File: src/rtl/gray_counter8.sv
// Free-running WIDTH-bit Gray-code counter with a registered, glitch-free output.
// Optional macro GRAY_COUNTER8_BIN_OUT_EN adds a cycle-aligned binary output bin_count.
module gray_counter8 #(
  parameter int WIDTH = 8
) (
  input  logic             clk,
  input  logic             rst,
`ifdef GRAY_COUNTER8_BIN_OUT_EN
  output logic [WIDTH-1:0] bin_count,
`endif
  output logic [WIDTH-1:0] count
);

  logic [WIDTH-1:0] r_bin_q;
  logic [WIDTH-1:0] r_count_q;
  logic [WIDTH-1:0] w_bin_nxt;

  assign w_bin_nxt = r_bin_q + WIDTH'(1);

  // Gray value is computed from the next binary value so the flop holds Gray(bin_q).
  always_ff @(posedge clk) begin
    if (rst) begin
      r_bin_q   <= '0;
      r_count_q <= '0;
    end else begin
      r_bin_q   <= w_bin_nxt;
      r_count_q <= w_bin_nxt ^ (w_bin_nxt >> 1);
    end
  end

  assign count = r_count_q;

`ifdef GRAY_COUNTER8_BIN_OUT_EN
  assign bin_count = r_bin_q;
`endif

endmodule

File: config.mk
export PLATFORM = sky130hd
export DESIGN_NAME = gray_counter8
export DESIGN_NICKNAME = d
export VERILOG_FILES = /design/src/rtl/gray_counter8.sv
export SDC_FILE = /design/constraint.sdc
export NUM_CORES = 1
export LEC_CHECK = 0
export BUFFER_PORTS_ARGS = -buffer_cell sky130_fd_sc_hd__buf_4
export CAP_MARGIN = 20
export CORE_AREA = 2 2 39 41
export DETAILED_ROUTE_END_ITERATION = 7
export DIE_AREA = 0 0 41 43
export PLACE_DENSITY = 0.71
export SETUP_SLACK_MARGIN = 0.02
export SYNTH_ARGS = -nofsm -noshare
export SYNTH_HDL_FRONTEND = slang
export SYNTH_SLANG_ARGS = --single-unit
File: constraint.sdc
create_clock -name clk -period 1.8 [get_ports clk]
set_clock_uncertainty 0.05 [all_clocks]
set_input_delay 0.18 -clock clk [delete_from_list [all_inputs] [get_ports clk]]
set_output_delay 0.18 -clock clk [all_outputs]
set_load 0.01 [all_outputs]
==> results.tsv, run 1 <==
metric	value	unit
syn2layout_area_growth	19.1	%
crit_required	1980	ps
seq_area_frac_synth	45.8	%
setup_viol	0	
tightest_slew	330	ps
core_area	0.00138	mm²
layout_common_cells	dfxtp_1 (14), buf_4 (12), nor2_1 (7)	
final_area	781	µm²
synth_xor_area_share	11.5	%
num_antenna_cells	0	
rows	14	
critPathLaunch	r_bin_q[1]	
drc	0	
gp_congestion	0.784	
avgRoutedWirePerCell	11.1	µm
place_area	749	µm²
cp-end-kind	register	
clock_sinks	15	
viasPerCell	5.18	
worstPathCellList	ha_2 -> nand2_1 -> or3_4 -> a211o_1 -> a21oi_2	
hold_path_class	in -> reg	
fin_util	56.4	%
cts_buffers	3	
drive_gt1_share	30.4	%
synth_top_family_by_area	simple AND/OR/NAND/NOR gates	
die-area	0.00176	mm²
grt_pass1_wl	1860	µm
synth_seq_cells	15	
grt_pass1_vias	447	
synth_ff_type	dfxtp_1	
leakage	0.319	nW
synth_mux_area_share	0	%
fin_crit_sh	90.0	%
gr-total-overflow	0	
rsz0062_at_grt	no	
max-vdd-ir-drop	0.492	mV
rrSetupSlack	180	ps
max_stage_delay	410	ps
max_slew_margin	77.8	%
grt_use_total	15.7	%
synth_fp_nets	69	
detail_route.iter0.violations	1	
syn_area	656	µm²
max_cap_viol_count	0	
fp.dieH	43	µm
slowest_stage	dfxtp_1	
wl	1050	µm
ios	10	
maxSlewViolCount	0	
post-cts-setup-buffer-count	0	
worst-endpoint-arrival	1800	ps
finalNetCount	83	
htree_levels	1	
powerDensity	786	mW/mm²
ff2ff_path_depth	5	
drtPass1Iterations	4	
path_clk_slew	90	ps
hold_viol_final	0	
antenna_found_initial	0	
ys_warn_count	0	
grt_max_degree	16	
path_max_fanout	5	
r2r_end	count[5]	
vias	492	
min_period	1620	ps
synth-edff-count	0	
async_flop_share	0	%
die_w	41	µm
holdBufCountCts	0	
cts_root_buffer	clkbuf_4	
avgSynthCellArea	9.93	µm²
initial_core_util	47.4	%
port_buffers	9	
layout_commonest_cell	dfxtp_1	
max_freq	0.617	GHz
insertion_delay	290	ps
cts_tree	built	
tns	0	ps
status	complete, no violations	
final_antenna_net_count	0	
clock_path_buffers	2	
crit_path_end	count[5]	
synthSimpleGateAreaFrac	19.3	%
synthAdderAreaFrac	1.91	%
r2r-start	r_bin_q[1]	
path_class	reg -> reg	
synth_cell_types	28	
hpwlAfterDp	765	µm
cts_resized	0	
synth-compound-area-share	18.5	%
cp-start-kind	register	
syn_inst	66	
## Yosys cell counts, drive strengths merged (2+ instances only)
library cell / number / area share (%)
nand3: 3 / 4.2
xor2: 5 / 6.7
o211ai: 2 / 2.3
clkbuf: 2 / 1.3
o21ba: 2 / 3.1
nor3: 4 / 3.1
a211o: 2 / 2.7
o21a: 2 / 2.3
nor2: 7 / 4.0
nor2b: 2 / 1.9
nand2: 2 / 1.1
a21oi: 5 / 4.4
o21ai: 2 / 1.5
dfxtp: 15 / 46
## report_power, final
| part | switching, mW | internal, mW |
|---|---|---|
| combinational | 0.0322 | 0.0332 |
| sequential | 0.00972 | 0.347 |
| clock | 0.109 | 0.0827 |
| total | 0.151 | 0.462 |
## flip-flops by register name, indices dropped and copies added (netlist names)
register and cells:
count 7, r_bin_q 8
## layer usage
layer  GRT usage [%]  vias to the layer above  wire length, µm
met5               0                        -                0
met1            22.2                      219              480
met3            3.14                        2               58
met2            20.9                       14              496
li1                -                      257                -
met4            10.0                        0               16
## cells by family (layout without fill, tap and decap cells)
| logic type | count (synthesis) | after routing |
|---|---|---|
| AND/OR/NAND/NOR | 22 | 22 |
| AO/OA/AOI/OAI | 17 | 17 |
| flip-flops | 15 | 15 |
| buffers and inverters | 4 | 17 |
| XOR/XNOR | 7 | 7 |
| adder cells (fa/ha/maj) | 1 | 1 |
## stage by stage
stage / setup slack, ps / hold slack (ps) / power [mW] / std cells
final: 180 / 97.8 / 0.613 / 95
after global routing: 51.4 / 93.0 / 0.648 / 95
after CTS: 104 / 91.0 / 0.623 / 95
after detailed placement: 139 / 408 / 0.428 / 91
after global placement: 178 / 409 / 0.428 / 91
after floorplan: 124 / 202 / 0.402 / 66
## how the worst min path moves through the flow
stage	startpoint	endpoint	slack, ps	depth (start not counted)
after global routing	rst	count[5]	90	2
after CTS	rst	count[5]	90	2
final	rst	count[5]	100	2
after global placement	rst	count[5]	410	2
after floorplan	rst	count[4]	200	1
after detailed placement	rst	count[5]	410	2
## area by class of cell
| class | instances | area (µm²) |
|---|---|---|
| fillers | 131 | 603 |
| multi-input cells | 47 | 338 |
| flip-flops and latches | 15 | 302 |
| repair buffers | 12 | 90.1 |
| clock buffers | 3 | 22.5 |
| well taps | 16 | 20.0 |
| clock inverters | 1 | 5.00 |
| inverters | 1 | 3.75 |
## critical path, delay by kind of cell (launching register included)
family	cells	cell delay, ps
AO/OA/AOI/OAI	2	440
AND/OR/NAND/NOR	2	430
flip-flops	1	410
adder cells (fa/ha/maj)	1	240
No activity file was read; power rests on OpenSTA's default activity.
==> inputs of run 2 (changes only) <==
--- a/config.mk
+++ b/config.mk
@@ -7,10 +7,12 @@
 export LEC_CHECK = 0
 export BUFFER_PORTS_ARGS = -buffer_cell sky130_fd_sc_hd__buf_4
 export CAP_MARGIN = 20
-export CORE_AREA = 2 2 39 41
+export CELL_PAD_IN_SITES_DETAIL_PLACEMENT = 1
+export CELL_PAD_IN_SITES_GLOBAL_PLACEMENT = 1
+export CORE_MARGIN = 2
+export CORE_UTILIZATION = 40
 export DETAILED_ROUTE_END_ITERATION = 7
-export DIE_AREA = 0 0 41 43
-export PLACE_DENSITY = 0.71
+export PLACE_DENSITY_LB_ADDON = 0.1
 export SETUP_SLACK_MARGIN = 0.02
 export SYNTH_ARGS = -nofsm -noshare
 export SYNTH_HDL_FRONTEND = slang
==> results.tsv, run 2 (synthesis gave the netlist of run 1 again) <==
metric	value	unit
final_antenna_net_count	0	
tns	0	ps
r2r_end	count[5]	
post-cts-setup-buffer-count	0	
powerDensity	791	mW/mm²
hpwlAfterDp	888	µm
min_period	1650	ps
top_usage_layer	met2	
die-area	0.00198	mm²
cp-end-kind	register	
clock_sinks	15	
max_freq	0.608	GHz
cp-start-kind	register	
tightest_slew	395	ps
grt_pass1_wl	2010	µm
max_stage_delay	420	ps
largest_reg_flops	8	
grt_use_total	14.9	%
status	complete, no violations	
finalNetCount	83	
gp_congestion	0.729	
grt_pass1_vias	446	
insertion_delay	280	ps
grtUsageMet3	6.12	%
worstPathCellList	ha_1 -> nand2_1 -> or3_4 -> a211o_1 -> a21oi_2	
avgRoutedWirePerCell	13.0	µm
cts_tree	built	
layout_setup_ws	155	ps
timing.hold.ws	112	ps
ios	10	
maxSlewViolCount	0	
drtPass1Iterations	2	
max_flop_register	r_bin_q	
rows	14	
port_buffers	9	
crit_path_end	count[5]	
grt_max_degree	16	
dp_worst_setup_slack	129	ps
ff2ff_path_depth	5	
slowest_stage	dfxtp_1	
leakage	0.318	nW
globalRouteMet2Util	21.2	%
cts_root_buffer	clkbuf_4	
die_w	44.5	µm
clock_path_buffers	2	
hold_path_class	in -> reg	
rrSetupSlack	150	ps
fp.dieH	44.5	µm
max_cap_viol_count	0	
layout_common_cells	dfxtp_1 (14), buf_4 (12), nor2_1 (7)	
worst-endpoint-arrival	1820	ps
num_antenna_cells	0	
hold_viol_final	0	
gr-total-overflow	0	
path_max_fanout	5	
r2r-start	r_bin_q[1]	
detail_route.iter0.violations	3	
viasPerCell	5.28	
core_area	0.00152	mm²
cts_buffers	3	
max_slew_margin	73.5	%
drc	0	
antenna_found_initial	0	
critPathLaunch	r_bin_q[1]	
use_met1	18.5	%
setup_viol	0	
path_clk_slew	90	ps
wl	1230	µm
fin_crit_sh	91.4	%
syn2layout_area_growth	18.5	%
vias	502	
layout_commonest_cell	dfxtp_1	
htree_levels	1	
crit_required	1970	ps
rsz0062_at_grt	no	
drive_gt1_share	27.8	%
path_class	reg -> reg	
initial_core_util	43.0	%
max-vdd-ir-drop	0.436	mV
-- run 2: cell types whose count changed in the layout (fill, tap and decap cells not counted), sizes merged --
cell,before,now
clkbuf,3,4
clkinv,1,0
-- run 2: final cells by class --
cell class / instances / area (µm²)
repair buffers: 12 / 90.1
fillers: 178 / 747
inverters: 1 / 3.75
flip-flops and latches: 15 / 302
clock buffers: 4 / 26.3
well taps: 16 / 20.0
multi-input cells: 47 / 335
-- run 2: per-layer routing --
metal / part of all wire [%] / vias up / wire (µm)
met1: 50 / 234 / 613
met3: 4.1 / 2 / 51
met5: 0 / - / 0
met4: 0.81 / 0 / 10
met2: 45 / 9 / 558
li1: - / 257 / -
-- run 2: power breakdown --
part / switching, mW / leakage (nW) / internal (mW)
registers: 0.0105 / 0.122 / 0.347
clock network: 0.107 / 0.0150 / 0.0860
logic: 0.0329 / 0.181 / 0.0319
-- run 2: worst min-delay path by stage --
stage | cells past startpoint | end | from
finish | 2 | count[5] | rst
global route | 2 | count[5] | rst
CTS | 2 | count[5] | rst
detailed placement | 2 | count[5] | rst
global placement | 2 | count[5] | rst
floorplan | 1 | count[4] | rst
-- run 2: per-stage QoR --
step                utilization, %  std cells  power [mW]  area (µm²)
floorplan                        -         66       0.402         656
global placement              49.2         91       0.429         749
detailed placement            49.2         91       0.430         749
CTS                           50.9         95       0.627         776
global route                  51.0         95       0.654         777
finish                        51.0         95       0.615         777
-- run 2: critical path, delay by kind of cell (launching register included) --
family,cells,cell delay [ps]
AO/OA/AOI/OAI,2,440
AND/OR/NAND/NOR,2,440
flip-flops,1,420
adder cells (fa/ha/maj),1,230
-- run 2: timing repair --
item                       CTS  global route
resized for setup            0             2
hold buffers                 0             0
setup endpoints to repair    0             2
